===== src/rtl/fetch_unit.sv =====
// Instruction fetch stage: sequential PC generation, req/ack instruction memory
// handshake, and a small {pc,instr} buffer feeding the IF/ID register.
//
//   state | meaning
//   IDLE  | no request outstanding (buffer full or just redirected)
//   WAIT  | request on imem_addr outstanding, response will be buffered
//   KILL  | stale request outstanding after a redirect, response discarded
module fetch_unit #(
  parameter logic [31:0] RESET_PC   = 32'h0,
  parameter int          FIFO_DEPTH = 2
) (
  input  logic        clk,
  input  logic        rst,
  output logic        imem_req,
  output logic [31:0] imem_addr,
  input  logic        imem_ack,
  input  logic [31:0] imem_rdata,
  input  logic        stall,
  input  logic        redirect,
  input  logic [31:0] redirect_pc,
  output logic        if_valid,
  output logic [31:0] if_pc,
  output logic [31:0] if_pc4,
  output logic [31:0] if_instr
);

  localparam int          PTR_W = $clog2(FIFO_DEPTH);
  localparam int          CNT_W = PTR_W + 1;
  localparam logic [31:0] NOP   = 32'h0000_0013;

  typedef enum logic [1:0] {IDLE, WAIT, KILL} stateT;

  stateT              state;
  stateT              stateNext;
  logic [31:0]        nextPc;
  logic [PTR_W-1:0]   rdPtr;
  logic [PTR_W-1:0]   wrPtr;
  logic [CNT_W-1:0]   count;
  logic [CNT_W:0]     countSum;
  logic               push;
  logic               pop;
  logic               room;
  logic               issue;
  logic [31:0]        pcMem    [FIFO_DEPTH];
  logic [31:0]        instrMem [FIFO_DEPTH];

  assign imem_req = (state != IDLE);
  assign if_valid = (count != '0);
  assign if_pc    = if_valid ? pcMem[rdPtr] : 32'h0;
  assign if_pc4   = if_pc + 32'd4;
  assign if_instr = if_valid ? instrMem[rdPtr] : NOP;

  always_comb begin
    stateNext = state;
    issue     = 1'b0;
    push      = imem_req & imem_ack & (state == WAIT) & ~redirect;
    pop       = if_valid & ~stall;
    countSum  = {1'b0, count} + {{CNT_W{1'b0}}, push} - {{CNT_W{1'b0}}, pop};
    room      = countSum < (CNT_W+1)'(FIFO_DEPTH);
    case (state)
      IDLE: begin
        if (!redirect && room) begin
          stateNext = WAIT;
          issue     = 1'b1;
        end
      end
      WAIT: begin
        if (redirect) begin
          stateNext = imem_ack ? IDLE : KILL;
        end else if (imem_ack) begin
          if (room) issue = 1'b1;
          else      stateNext = IDLE;
        end
      end
      KILL: begin
        if (imem_ack) stateNext = IDLE;
      end
      default: stateNext = IDLE;
    endcase
  end

  always_ff @(posedge clk or negedge rst) begin
    if (!rst) begin
      state     <= IDLE;
      nextPc    <= RESET_PC;
      imem_addr <= 32'h0;
      rdPtr     <= '0;
      wrPtr     <= '0;
      count     <= '0;
    end else begin
      state <= stateNext;
      if (redirect) begin
        // Redirect wins over everything: flush the buffer and retarget.
        nextPc <= redirect_pc;
        rdPtr  <= '0;
        wrPtr  <= '0;
        count  <= '0;
      end else begin
        if (issue) begin
          imem_addr <= nextPc;
          nextPc    <= nextPc + 32'd4;
        end
        if (push) wrPtr <= wrPtr + PTR_W'(1);
        if (pop)  rdPtr <= rdPtr + PTR_W'(1);
        count <= countSum[CNT_W-1:0];
      end
    end
  end

  // Buffer storage needs no reset; entries are only visible while count != 0.
  always_ff @(posedge clk) begin
    if (push) begin
      pcMem[wrPtr]    <= imem_addr;
      instrMem[wrPtr] <= imem_rdata;
    end
  end

endmodule


===== config.mk =====
export PLATFORM = sky130hd
export DESIGN_NAME = fetch_unit
export DESIGN_NICKNAME = d
export VERILOG_FILES = /design/src/rtl/fetch_unit.sv
export SDC_FILE = /design/constraint.sdc
export NUM_CORES = 1
export LEC_CHECK = 0
export ABC_AREA = 0
export CAP_MARGIN = 10
export CELL_PAD_IN_SITES_DETAIL_PLACEMENT = 0
export CELL_PAD_IN_SITES_GLOBAL_PLACEMENT = 1
export CORE_AREA = 2 2 149 151
export CTS_CLUSTER_DIAMETER = 150
export CTS_CLUSTER_SIZE = 20
export DETAILED_ROUTE_END_ITERATION = 8
export DIE_AREA = 0 0 151 153
export GPL_ROUTABILITY_DRIVEN = 0
export PLACE_DENSITY_LB_ADDON = 0.15
export SLEW_MARGIN = 10
export SYNTH_ARGS = -nofsm -noshare
export SYNTH_HDL_FRONTEND = slang
export SYNTH_SLANG_ARGS = --single-unit

===== constraint.sdc =====
create_clock -name clk -period 8.95 [get_ports clk]
set_clock_uncertainty 0.15 [all_clocks]
set_input_delay 0.895 -clock clk [delete_from_list [all_inputs] [get_ports clk]]
set_output_delay 0.895 -clock clk [all_outputs]
set_load 0.05 [all_outputs]

# Yosys cells after proc, flatten, opt, wreduce, memory -nomap -nowiden
# Memory sizes are Yosys's and may differ from the RTL's.
# Index checks and enable logic that the tools add are counted.
# W data, S select, Z words.
# classes
n_reduce_logical	10
order_cmp	1
n_eq_ne	6
bitwise	6
mux	23
add_sub_neg	6
# ops
operator	n
$mux W32	4
$add A32 B3 Y32 const B	2
$mux W2	7
$mux W1	10
$reduce_bool A2 Y1	5
$ne A3 B3 Y1 const B	2
$pmux W2 S3	1
$and A1 B1 Y1	4
$ne A2 B2 Y1 const B	2
$reduce_and A4 Y1	1
$add A2 B1 Y3	1
$lt A3 B2 Y1 const B	1
$sub A3 B1 Y3	1
$add A1 B1 Y1 const B	2
$eq A2 B1 Y1 const B	1
$eq A2 B2 Y1 const B	1
$logic_not A2 Y1	1
$not A1 Y1	2
$pmux W1 S2	1
$reduce_and A2 Y1	1
$logic_and A1 B1 Y1	1
$logic_not A1 Y1	1
# totals
ff_bits	70
mem_count	2
elab_cells	60
ramBits	128
# mem_list
name	words	width	rd	rd_ports_with_merged_regs	wr	line	source
instrMem	2	32	1	0	1	45	logic [31:0] instrMem [FIFO_DEPTH];
pcMem	2	32	1	0	1	44	logic [31:0] pcMem [FIFO_DEPTH];

# Logic depth before layout (Yosys ltp)
# logic_depth
depth_word	13
depth_mapped	17
ltp_nobuf	13

# Worst setup path after synthesis
# No wires, ideal clock.
# synth_timing
path_kind	register -> output
start	register count[1]
end	output if_pc4[24]
n_path_buf	3
setup_slack_ps	4169
t_arrival_ps	3736
path_stages_with_launch	12
path_cell_list	dfrtp_1 -> nor2_1 -> buf_4 -> buf_2 -> buf_2 -> nor2_1 -> ha_1 -> nand2_1 -> o22ai_1 -> nand4_4 -> nor4_2 -> xor2_1
# synth_between
elab_chain_len	3
# synth_rtl
element	line	source
start: declaration	38	logic [CNT_W-1:0] count;
start signal: assignment	105	count <= countSum[CNT_W-1:0];
$reduce_bool A2 Y1	48	assign if_valid = (count != '0);
$mux W32	49	assign if_pc = if_valid ? pcMem[rdPtr] : 32'h0;
via if_pc[3]	22	output logic [31:0] if_pc,
$add A32 B3 Y32	50	assign if_pc4 = if_pc + 32'd4;
end: declaration	23	output logic [31:0] if_pc4,
# The timed path passes the listed nets, and every way through them passes these cells.

# Worst setup path in the final report
# layout_timing
start	register rdPtr
end	output if_pc4[31]
# layout_between
elab_chain_len	3
# layout_rtl
element	line	source
start: declaration	36	logic [PTR_W-1:0] rdPtr;
start signal: assignment	104	if (pop) rdPtr <= rdPtr + PTR_W'(1);
$mem_v2 Z2 W32	-	
$mux W32	49	
$add A32 B3 Y32	50	
# Every way passes these cells.

==> flow_summary.rst <==
.. list-table::
   :header-rows: 1

   * - Metric
     - Value
   * - Status
     - completed
   * - Xor and xnor fraction of the mapped netlist area
     - 0.0298
   * - Dpl cell area
     - 11300 um2
   * - Highest clock frequency the design can meet
     - around 190 MHz
   * - Worst rel slew slack
     - 0.325
   * - Synthesis Warnings
     - 0
   * - Clock latency at the later pin of the worst-skew pair
     - 0.43 ns
   * - Total leakage power
     - 4.38 nW
   * - Number of clock buffers inserted by TritonCTS
     - 17
   * - Post-Layout Cell Count
     - between 1k and 1.5k
   * - Setup repair after global routing missed its margin
     - no
   * - Vias after detailed routing
     - between 6k and 7k
   * - Synth Area in Compound Gates
     - 0.0662
   * - Row cnt
     - 54
   * - Post-synthesis net count
     - ~850
   * - Horizontal die dimension
     - 151 um
   * - Count of input and output buffers
     - around 200
   * - Final min period
     - approximately 5.3 ns
   * - Main synth FF type
     - sky130_fd_sc_hd__edfxtp_1
   * - Final-report setup violation count
     - 0
   * - Number of setup buffers added after CTS
     - 0
   * - Share of Yosys cell area claimed by the top area cell type
     - 0.421
   * - Transition time at the pin with the least slew margin
     - 1.01 ns
   * - Antenna viol nets, final
     - 0
   * - Critical Path RT
     - about 7.9 ns
   * - Core utilization of the finished layout
     - 0.553
   * - First drt pass iteration count
     - 5
   * - Crit end category
     - output pin
   * - Antenna Diode Count
     - 0
   * - Htree depth
     - 4
   * - Count of unresolved DRC violations after routing
     - 0
   * - Area overhead of the layout relative to synthesis
     - 30.2%
   * - Post-synthesis register bit count
     - 198
   * - Maxcap violations
     - 0
   * - Overflow after GRT
     - 0
   * - Avg Synthesized Cell Area
     - 11.7 um2
   * - Cell type of the slowest stage on the worst timing path
     - sky130_fd_sc_hd__clkdlybuf4s50_1
   * - Die Ht
     - 153 um
   * - Cell chosen for the clock root
     - sky130_fd_sc_hd__clkbuf_16
   * - Detailed router's first-iteration violation count
     - 398
   * - Netlist Area Pre-Place
     - slightly above 9000 um2
   * - CTS Hold Buffers Added
     - 0
   * - Vias per cell
     - 5.16
   * - Final setup slack of the worst path
     - 3.61 ns
   * - Largest family of logic cells by synthesized area
     - simple AND/OR/NAND/NOR gates
   * - Count of filler cells inserted in the layout
     - between 1.5k and 2k
   * - Post-cts sizing count
     - 0
   * - Wire length per cell after detailed routing
     - roughly 17 um
   * - Initial cell density of the core
     - 0.425
   * - Synth unique cells
     - 55
   * - Critical path startpoint category
     - register
   * - Overall routed net length
     - 21200 um
   * - Power density over the cells
     - 331 nW/um2
   * - Cell class contributing the biggest share of worst-path delay
     - buffers and inverters
   * - Sum Neg Setup Slack
     - 0 ns
   * - Global-route wire length before repair
     - 33900 um
   * - TritonCTS clock tree
     - yes
   * - Number of clock sinks seen by CTS
     - 198
   * - Biggest area consumer among synthesized cells
     - sky130_fd_sc_hd__edfxtp_1
   * - Worst path bufs/invs
     - 2
   * - Instance count of the mapped netlist
     - between 700 and 800
   * - Number of nets at the end of the flow
     - between 1k and 1.5k
   * - Max rail drop VDD
     - 0.139 mV
   * - Async set-reset flop share out of synthesis
     - 0.354
   * - Cells along the critical path
     - buf_4 > mux2i_1 > nor2_1 > nand3_2 > nor4_1 > xor2_1 > clkdlybuf4s50_1
   * - Vias in the first global route
     - 6128
   * - Hold Violations, Final
     - 0
   * - Synthesized-area fraction occupied by adder cells
     - 0.00768
   * - Initial antenna violation count
     - 0
   * - HPWL Detailed
     - 14800 um
   * - Boundary pin count
     - 199
   * - Maximum clock path buffer count
     - 2
   * - Multiplexer share of the synthesized area
     - 0.0738
   * - Ranking of synthesized cells by area
     - sky130_fd_sc_hd__edfxtp_1 (42%), sky130_fd_sc_hd__dfrtp_1 (19%), sky130_fd_sc_hd__mux2i_1 (7.1%)
   * - Overall power of the completed layout
     - between 3 and 4 mW
   * - Clk slew on worst S/H paths
     - 0.07 ns
   * - Maximum number of pins on one net before global-route repair
     - 71
   * - All-layer global routing usage
     - 0.187
   * - Sequential area share after synthesis
     - 0.613
   * - Max incr delay on CP
     - 0.82 ns
   * - Floorplan core area
     - 21500 um2
   * - Simple logic cell fraction of the synthesized area
     - 0.180
   * - Cell with the most instances after synthesis
     - sky130_fd_sc_hd__nand2_1
   * - Data arrival time of the critical path
     - 4.29 ns
   * - Final slew viol count
     - 0
   * - Total placed cells including tap cells
     - 1219
   * - Post-synth EDFFs
     - 128
   * - Die outline area
     - 23100 um2
   * - Top cells by instance count after synthesis
     - sky130_fd_sc_hd__nand2_1 (144), sky130_fd_sc_hd__edfxtp_1 (128), sky130_fd_sc_hd__nor2_1 (84), sky130_fd_sc_hd__dfrtp_1 (70), sky130_fd_sc_hd__mux2i_1 (65)
   * - Final standard cell area without fillers
     - 11900 um2
   * - Final cycle utilization of the critical path
     - 0.596
   * - HP Class
     - register to register
   * - Layout cell share with drive strength beyond 1
     - 0.0742
   * - Placement Setup Slack
     - around 3.7 ns
   * - Critical path class
     - register to output pin
   * - Maximum fanout along the worst path
     - 62
   * - Worst slack on hold paths
     - 0.326 ns
worst paths after layout:
| path | start | endpoint | slack (ns) | depth (start not counted) |
|---|---|---|---|---|
| worst max-delay path | rdPtr | if_pc4[31] | 3.61 | 7 |
| worst min-delay path | nextPc[0] | imem_addr[0] | 0.33 | 2 |
| worst max register to register | count[1] | nextPc[7] | 3.80 | 14 |
| worst min register to register | nextPc[0] | imem_addr[0] | 0.33 | 2 |
| max in group asynchronous | rst | rdPtr | 7.42 | 2 |
| min in group asynchronous | rst | nextPc[24] | 0.50 | 2 |
cell type report:
cell class	instances	area, um2	share of cell area
Clock buffer	18	429	0.0361
Inverter	10	37.5	0.00316
Multi-Input combinational cell	525	3290	0.277
Tap cell	280	350	0.0295
Clock inverter	14	141	0.0119
Timing Repair Buffer	206	2040	0.171
Sequential cell	198	5600	0.471
cell usage in the layout, fill, tap and decap left out, drive strengths merged, types with 3 or more instances in the layout:
master and n:
a211oi 5, a21oi 6, a22oi 6, a31oi 6
a32oi 3, a41oi 3, and2 8, and3 9
buf 9, clkbuf 18, clkdlybuf4s50 197, clkinv 5
dfrtp 70, edfxtp 128, ha 4, inv 16
mux2i 65, nand2 144, nand2b 4, nand3 36
nand3b 6, nand4 17, nor2 84, nor2b 3
nor3 7, nor4 16, o211ai 8, o21ai 23
o311ai 12, or3 3, xnor2 11, xor2 20
registers in the layout (all words and copies together) (netlist names):
| signal | count |
|---|---|
| count | 2 |
| rdPtr | 1 |
| nextPc | 32 |
| instrMem | 64 |
| pcMem | 64 |
| imem_addr | 32 |
| state | 2 |
| wrPtr | 1 |
cells by family after synthesis:
family | count (synthesis)
fa+ha+maj | 5
compound gates | 81
xor+xnor | 31
mux | 67
flops | 198
simple gates | 341
buf+inv | 54
worst min-delay path: stages, from the launching register on:
cell and delay, ns:
sky130_fd_sc_hd__dfrtp_1 0.35, sky130_fd_sc_hd__nand2_1 0.05, sky130_fd_sc_hd__nand2_1 0.05
metal layers:
metal  share of wire  GRT usage  up-vias
li1                -          -     3168
met3           0.058     0.0430       18
met5               0          0        -
met4          0.0083     0.0387        0
met1            0.49      0.277     3090
met2            0.45      0.281      174
report_power, final:
| group | internal [mW] | switching, mW |
|---|---|---|
| Sequential | 1.19 | 0.190 |
| Combinational | 0.576 | 1.23 |
| Clock | 0.392 | 0.351 |
No activity file was read; power rests on OpenSTA's default activity.
